<file path="config.mk">
export PLATFORM = sky130hd
export DESIGN_NAME = fetch_unit
export DESIGN_NICKNAME = d
export VERILOG_FILES = /design/src/rtl/cpu_pkg.sv /design/src/rtl/pc_target_calc.sv /design/src/rtl/fetch_unit.sv
export SDC_FILE = /design/constraint.sdc
export NUM_CORES = 1
export LEC_CHECK = 0
export BUFFER_PORTS_ARGS = -buffer_cell sky130_fd_sc_hd__buf_4
export CAP_MARGIN = 20
export CELL_PAD_IN_SITES_DETAIL_PLACEMENT = 2
export CELL_PAD_IN_SITES_GLOBAL_PLACEMENT = 2
export CORE_MARGIN = 2
export CORE_UTILIZATION = 34
export CTS_CLUSTER_DIAMETER = 60
export DETAILED_ROUTE_END_ITERATION = 8
export HOLD_SLACK_MARGIN = 0.08
export PLACE_DENSITY = 0.88
export SETUP_SLACK_MARGIN = 0.4
export SYNTH_ARGS = -nofsm -noshare
export SYNTH_HDL_FRONTEND = slang
export SYNTH_SLANG_ARGS = --single-unit
</file>
<file path="constraint.sdc">
create_clock -name clk -period 8.65 [get_ports clk]
set_clock_uncertainty 0.05 [all_clocks]
set_input_delay 1.2975 -clock clk [delete_from_list [all_inputs] [get_ports clk]]
set_output_delay 1.2975 -clock clk [all_outputs]
set_load 0.005 [all_outputs]
</file>
<file path="src/rtl/cpu_pkg.sv">
// Shared definitions for the CPU front end: redirect select encoding,
// fetch state encoding and the default bubble instruction.
package cpu_pkg;

   // redirect_sel encoding driven by the control-flow resolving stage
   localparam logic [1:0] SEL_SEQ = 2'b00;  // restart at redirect_pc_4
   localparam logic [1:0] SEL_BR  = 2'b01;  // pc_4 + (imm << 2)
   localparam logic [1:0] SEL_J   = 2'b10;  // region-relative jump
   localparam logic [1:0] SEL_JR  = 2'b11;  // register jump

   // Instruction-memory handshake state
   typedef enum logic {
      IDLE = 1'b0,
      BUSY = 1'b1
   } fetch_state_t;

   // Bubble presented to decode when IF/ID holds nothing
   localparam logic [31:0] NOP_DEFAULT = 32'h0000_0000;

endpackage

</file>
<file path="src/rtl/pc_target_calc.sv">
// Redirect target computation for sequential restart, branch, jump and
// register jump. Purely combinational.
module pc_target_calc
   import cpu_pkg::*;
#(
   parameter int XLEN = 32
) (
   input  logic [1:0]      sel,
   input  logic [XLEN-1:0] pc_4,
   input  logic [XLEN-1:0] imm,
   input  logic [25:0]     field,
   input  logic [XLEN-1:0] reg_val,
   output logic [XLEN-1:0] target
);

   // Jumps keep the top bits of pc_4 and replace the low 28 bits
   localparam logic [XLEN-1:0] REGION_MASK = {{(XLEN-28){1'b1}}, 28'h0};
   localparam logic [XLEN-1:0] ALIGN_MASK  = ~XLEN'(3);

   // Select the redirect target; masks keep every input bit in use
   always_comb begin
      // NOTE: default assignment first so no path through the case leaves target unassigned (no latch).
      target = pc_4;
      case (sel)
         SEL_SEQ: target = pc_4;
         SEL_BR:  target = pc_4 + (imm << 2);
         SEL_J:   target = (pc_4 & REGION_MASK) | XLEN'({field, 2'b00});
         SEL_JR:  target = reg_val & ALIGN_MASK;
         default: target = pc_4;
      endcase
   end

endmodule

</file>
<file path="src/rtl/fetch_unit.sv">
// Instruction-fetch front end: PC register, variable-latency imem req/ack
// handshake, two-entry IF/ID buffer (output register + skid) and
// redirect/flush handling.
module fetch_unit
   import cpu_pkg::*;
#(
   parameter int              XLEN     = 32,
   parameter logic [XLEN-1:0] RESET_PC = '0,
   parameter logic [31:0]     NOP      = NOP_DEFAULT
) (
   input  logic            clk,
   input  logic            rst,
   input  logic            redirect,
   input  logic [1:0]      redirect_sel,
   input  logic [XLEN-1:0] redirect_pc_4,
   input  logic [XLEN-1:0] redirect_imm,
   input  logic [25:0]     redirect_field,
   input  logic [XLEN-1:0] redirect_reg,
   output logic            imem_req,
   output logic [XLEN-1:0] imem_addr,
   input  logic            imem_ack,
   input  logic [31:0]     imem_rdata,
   output logic            id_valid,
   input  logic            id_ready,
   output logic [XLEN-1:0] id_pc,
   output logic [XLEN-1:0] id_pc_4,
   output logic [31:0]     id_inst
);

   localparam logic [XLEN-1:0] WORD = XLEN'(4);

   fetch_state_t    state;
   logic            kill;
   logic [XLEN-1:0] pc;
   logic [XLEN-1:0] req_addr;
   logic [XLEN-1:0] target;

   logic [31:0]     id_inst_q;
   logic            skid_valid;
   logic [XLEN-1:0] skid_pc;
   logic [31:0]     skid_inst;

   logic            issue;
   logic            complete;
   logic            land;
   logic            id_free;

   pc_target_calc #(.XLEN(XLEN)) u_target (
      .sel     (redirect_sel),
      .pc_4    (redirect_pc_4),
      .imm     (redirect_imm),
      .field   (redirect_field),
      .reg_val (redirect_reg),
      .target  (target)
   );

   // Request handshake: a held request in BUSY, a fresh one in IDLE when the skid has room
   assign imem_req  = !rst && ((state == BUSY) || (!redirect && !skid_valid));
   assign imem_addr = (state == BUSY) ? req_addr : pc;
   assign issue     = (state == IDLE) && imem_req;
   assign complete  = imem_req && imem_ack;
   assign land      = complete && !kill && !redirect;
   assign id_free   = !id_valid || id_ready;

   // Decode sees a bubble whenever IF/ID is empty
   assign id_inst   = id_valid ? id_inst_q : NOP;

   // PC, handshake state and the kill flag for squashed in-flight requests
   always_ff @(posedge clk) begin
      // NOTE: non-blocking assignments so every register samples pre-edge values regardless of statement order.
      if (rst) begin
         pc       <= RESET_PC;
         req_addr <= '0;
         state    <= IDLE;
         kill     <= 1'b0;
      end else begin
         if (issue)
            req_addr <= pc;

         if (redirect)
            pc <= target;
         else if (issue)
            pc <= pc + WORD;

         case (state)
            IDLE: begin
               if (issue && !imem_ack)
                  state <= BUSY;
            end
            BUSY: begin
               if (imem_ack) begin
                  state <= IDLE;
                  kill  <= 1'b0;
               end else if (redirect) begin
                  kill  <= 1'b1;
               end
            end
            default: state <= IDLE;
         endcase
      end
   end

   // IF/ID output register plus skid; IF/ID is always the older entry
   always_ff @(posedge clk) begin
      if (rst) begin
         // NOTE: payload registers are reset too so the outputs read 0/NOP right after reset.
         id_valid   <= 1'b0;
         id_pc      <= '0;
         id_pc_4    <= '0;
         id_inst_q  <= NOP;
         skid_valid <= 1'b0;
         skid_pc    <= '0;
         skid_inst  <= NOP;
      end else if (redirect) begin
         id_valid   <= 1'b0;
         skid_valid <= 1'b0;
      end else if (id_free) begin
         if (skid_valid) begin
            id_valid   <= 1'b1;
            id_pc      <= skid_pc;
            id_pc_4    <= skid_pc + WORD;
            id_inst_q  <= skid_inst;
            skid_valid <= land;
            if (land) begin
               skid_pc   <= imem_addr;
               skid_inst <= imem_rdata;
            end
         end else if (land) begin
            id_valid  <= 1'b1;
            id_pc     <= imem_addr;
            id_pc_4   <= imem_addr + WORD;
            id_inst_q <= imem_rdata;
         end else begin
            id_valid  <= 1'b0;
         end
      end else if (land) begin
         skid_valid <= 1'b1;
         skid_pc    <= imem_addr;
         skid_inst  <= imem_rdata;
      end
   end

endmodule

</file>
==> results.md <==
- CTS max path bufs: 3
- Placed cell area: 14800 µm²
- Final wirelength: 50900 µm
- Ports placed on the boundary: 291
- PnR worst setup slack: 4.66 ns
- Overall via count from detail_route: 12200
- FP Rows: 69
- Data required time at the worst endpoint: 9.01 ns
- Final hold violation count: 0
- Crit. End Element: flop
- Netlist cell types: 74
- Worst slew margin: 0.336
- Clock tree root buffer cell: sky130_fd_sc_hd__clkbuf_16
- Net switching component of the power: 766 µW
- Most used cells in the layout excluding fill and tap cells: 296 x sky130_fd_sc_hd__buf_4, 244 x sky130_fd_sc_hd__nor2_1, 225 x sky130_fd_sc_hd__dfxtp_1, 196 x sky130_fd_sc_hd__nand2_1, 134 x sky130_fd_sc_hd__a21oi_1
- Initial standard-cell utilization of the core: 0.347
- Worst-case register-to-register setup slack: 4.66 ns
- Remaining antenna violation count: 0
- Class of the most critical setup path: reg2reg
- Ys async rst share: 0
- Resize count post-CTS: 0
- Number of register bits inferred by synthesis: 226
- Commonest non-fill, non-tap cell in the layout: sky130_fd_sc_hd__buf_4
- CTS H-tree lvls: 1
- Worst hold stages: 2
- Path category of the worst min-delay check: reg2reg
- Post-synth top area cell: sky130_fd_sc_hd__dfxtp_1
- Mapped Area: 12400 µm²
- Number of enable flip-flop cells after synthesis: 0
- Worst vdd rail ir drop: 144 µV
- Core area: 35700 µm²
- Post-layout instance area: 15700 µm²
- Number of warnings reported in the yosys synthesis log: 0
- Switching power as a share of total power: 0.276
- Detailed placer's ending HPWL: 35200 µm
- Worst endpoint data arrival time: 4.35 ns
- Max-cap violations: 0
- Portion of total power attributed to the clock network: 0.440
- Leak Pwr: 0.00614 µW
- Beginning of the worst hold path: req_addr[25]$_SDFFE_PP0P_
- Post-detailed-route wirelength per cell: 23.0 µm
- CTS hold repair buffers: 0
- Leading cell types by total area after synthesis: sky130_fd_sc_hd__dfxtp_1 37%, sky130_fd_sc_hd__nor2_1 7.4%, sky130_fd_sc_hd__nand2_1 6.0%
- Reg2reg start: state$_SDFF_PP0_
- Max-slew violation count: 0
- Global-route wire length before repair: 79000 µm
- Via density: 5.50
- Synth Net Count: 1701
- Leading register cell type out of synthesis: sky130_fd_sc_hd__dfxtp_1
- Setup Buffers After CTS: 0
- Int Pwr: 2000 µW
- Number of clock sinks seen by CTS: 226
- Clock insertion delay at the later pin of the skew report: 0.56 ns
- Pwr dens: 176 nW/µm²
- Register area: 4530 µm²
- TritonRoute pass-1 iters: 5
- Synthesis-to-finish area growth: 27.4%
- Number of diodes: 0
- GRT Util Overall: 0.262
- Pin slew with the least headroom to its limit: 0.996 ns
- Top achievable clock speed: 251 MHz
- Shortest period the worst path allows: 3.99 ns
- Inserted Clock Buffers: 27
- Input/output buffers: 286
- Final period utilization: 0.461
- R2r worst-path depth: 8
- TritonCTS clock tree: built
- Combinational Power Share: 0.162
- Placer congestion estimate: 0.811
- Worst setup startpoint: state$_SDFF_PP0_
- Net count reported at finish: 1926
- Sequential cell fraction of total power: 0.398
- Number of filler instances in the final layout: 3930
- Initial antenna violation count: 0
- Pin count of the biggest net entering global routing: 95
- Worst setup SP type: flop
- Gate Count Post-Synth: 1508
- Result of the run: finished, final reports clean
- Share of the synthesized area in the top cell type: 0.366
- Vias in the first global route: 13600
- Die area: 37900 µm²
- Total area of multi-input combinational cells: 7340 µm²
- Part of the Yosys area used for sequential elements: 0.366
- Final setup violation count: 0
- Die span in x: 195 µm
- DIE HEIGHT: 195 µm
- Worst flop-to-flop path endpoint: id_pc_4[31]$_SDFFE_PP0P_
- Proportion of layout cells with a drive suffix above 1: 0.244
- Worst slack after detailed placement: 3.87 ns
- RSZ-0062 raised after global routing: false
- Crit Path Max Fanout: 94
- Endpoint of the worst hold-timing path: req_addr[25]$_SDFFE_PP0P_
- DRC violation total after the first TritonRoute iteration: 463
- Setup tns final: 0 ns
- Post-synthesis area per instance: 8.20 µm²
- Number of remaining DRC errors: 0
- GRT overflow: 0
- Clk slew on worst S/H paths: 0.06 ns
==> logic make-up after synthesis <==
| kind of cell | after synthesis | synth area share |
|---|---|---|
| AOI/OAI and AO/OA | 321 | 0.163 |
| muxes | 120 | 0.119 |
| DFF | 226 | 0.366 |
| and+or+nand+nor | 611 | 0.222 |
| buffers and inverters | 122 | 0.0426 |
| xor gates and xnor gates | 76 | 0.0539 |
| adders and majority gates | 32 | 0.0330 |
==> stage by stage <==
stage                      util  hold WS, ns  total power [µW]  std cells
after floorplan               -        0.383              1360       1508
final                     0.442        0.405              2770       2215
after detailed placement  0.414        0.399              1560       2163
after CTS                 0.441        0.407              2790       2213
after global routing      0.442        0.430              2880       2215
after global placement    0.413        0.388              1540       2162
==> cells in the mapped netlist, types with 6 or more instances <==
cell type,n
sky130_fd_sc_hd__a21o_1,17
sky130_fd_sc_hd__xor2_1,34
sky130_fd_sc_hd__a21oi_1,134
sky130_fd_sc_hd__clkbuf_1,70
sky130_fd_sc_hd__a31oi_1,8
sky130_fd_sc_hd__inv_1,18
sky130_fd_sc_hd__xnor2_1,42
sky130_fd_sc_hd__and2_1,35
sky130_fd_sc_hd__nor2_1,244
sky130_fd_sc_hd__dfxtp_1,226
sky130_fd_sc_hd__nor3_1,51
sky130_fd_sc_hd__nand2_1,196
sky130_fd_sc_hd__nand2b_1,7
sky130_fd_sc_hd__ha_1,31
sky130_fd_sc_hd__nand3_1,24
sky130_fd_sc_hd__nand4_1,11
sky130_fd_sc_hd__o21ai_0,32
sky130_fd_sc_hd__mux2i_1,64
sky130_fd_sc_hd__a211oi_1,77
sky130_fd_sc_hd__buf_4,6
sky130_fd_sc_hd__mux2_2,32
sky130_fd_sc_hd__buf_2,18
sky130_fd_sc_hd__mux4_2,16
==> worst max-delay path, cell delays in order (launching register included) <==
cell and delay (ns):
sky130_fd_sc_hd__dfxtp_1 0.82, sky130_fd_sc_hd__buf_4 0.45, sky130_fd_sc_hd__o21bai_1 0.20, sky130_fd_sc_hd__nor4b_2 0.28, sky130_fd_sc_hd__buf_4 0.24, sky130_fd_sc_hd__o21a_4 0.43
sky130_fd_sc_hd__buf_4 0.84, sky130_fd_sc_hd__nor2_1 0.17, sky130_fd_sc_hd__a211oi_1 0.33
==> power groups by stage <==
stage / clock (µW) / sequential, µW / combinational [µW]
floorplan: 0 / 1110 / 255
global placement: 0 / 1120 / 422
detailed placement: 0 / 1120 / 440
CTS: 1240 / 1100 / 449
global route: 1290 / 1100 / 487
finish: 1220 / 1100 / 448
==> flip-flops by register name, indices dropped and copies added, names as in the netlist, 30 cells and up <==
register	flops
id_inst_q	32
req_addr	32
id_pc	32
skid_pc	32
id_pc_4	30
skid_inst	32
pc	32
==> final cells by class <==
class	instances	area share
clock buffer	40	0.0517
clock inverter	10	0.00890
inverter	19	0.00453
multi-input combinational	1160	0.466
sequential	226	0.288
tap	461	0.0366
timing repair buffer	299	0.144
==> per-layer routing <==
layer	up-vias	track usage	part of all wire
li1	5716	-	-
met1	6067	0.311	0.42
met2	306	0.482	0.51
met3	93	0.0342	0.040
met4	0	0.0926	0.036
met5	-	0	0
==> worst max-delay path by stage <==
stage / endpoint / slack [ns] / cells past startpoint
final: id_pc_4[31]$_SDFFE_PP0P_ / 4.66 / 8
after CTS: id_inst_q[24]$_SDFFE_PP0P_ / 4.13 / 7
after global placement: id_pc_4[16]$_SDFFE_PP0P_ / 4.04 / 7
after detailed placement: id_pc_4[30]$_SDFFE_PP0P_ / 3.87 / 7
after floorplan: pc[22]$_SDFFE_PP0N_ / 4.90 / 12
after global routing: id_pc_4[31]$_SDFFE_PP0P_ / 4.37 / 8
Note: power is estimated with default switching activity, not from simulation.
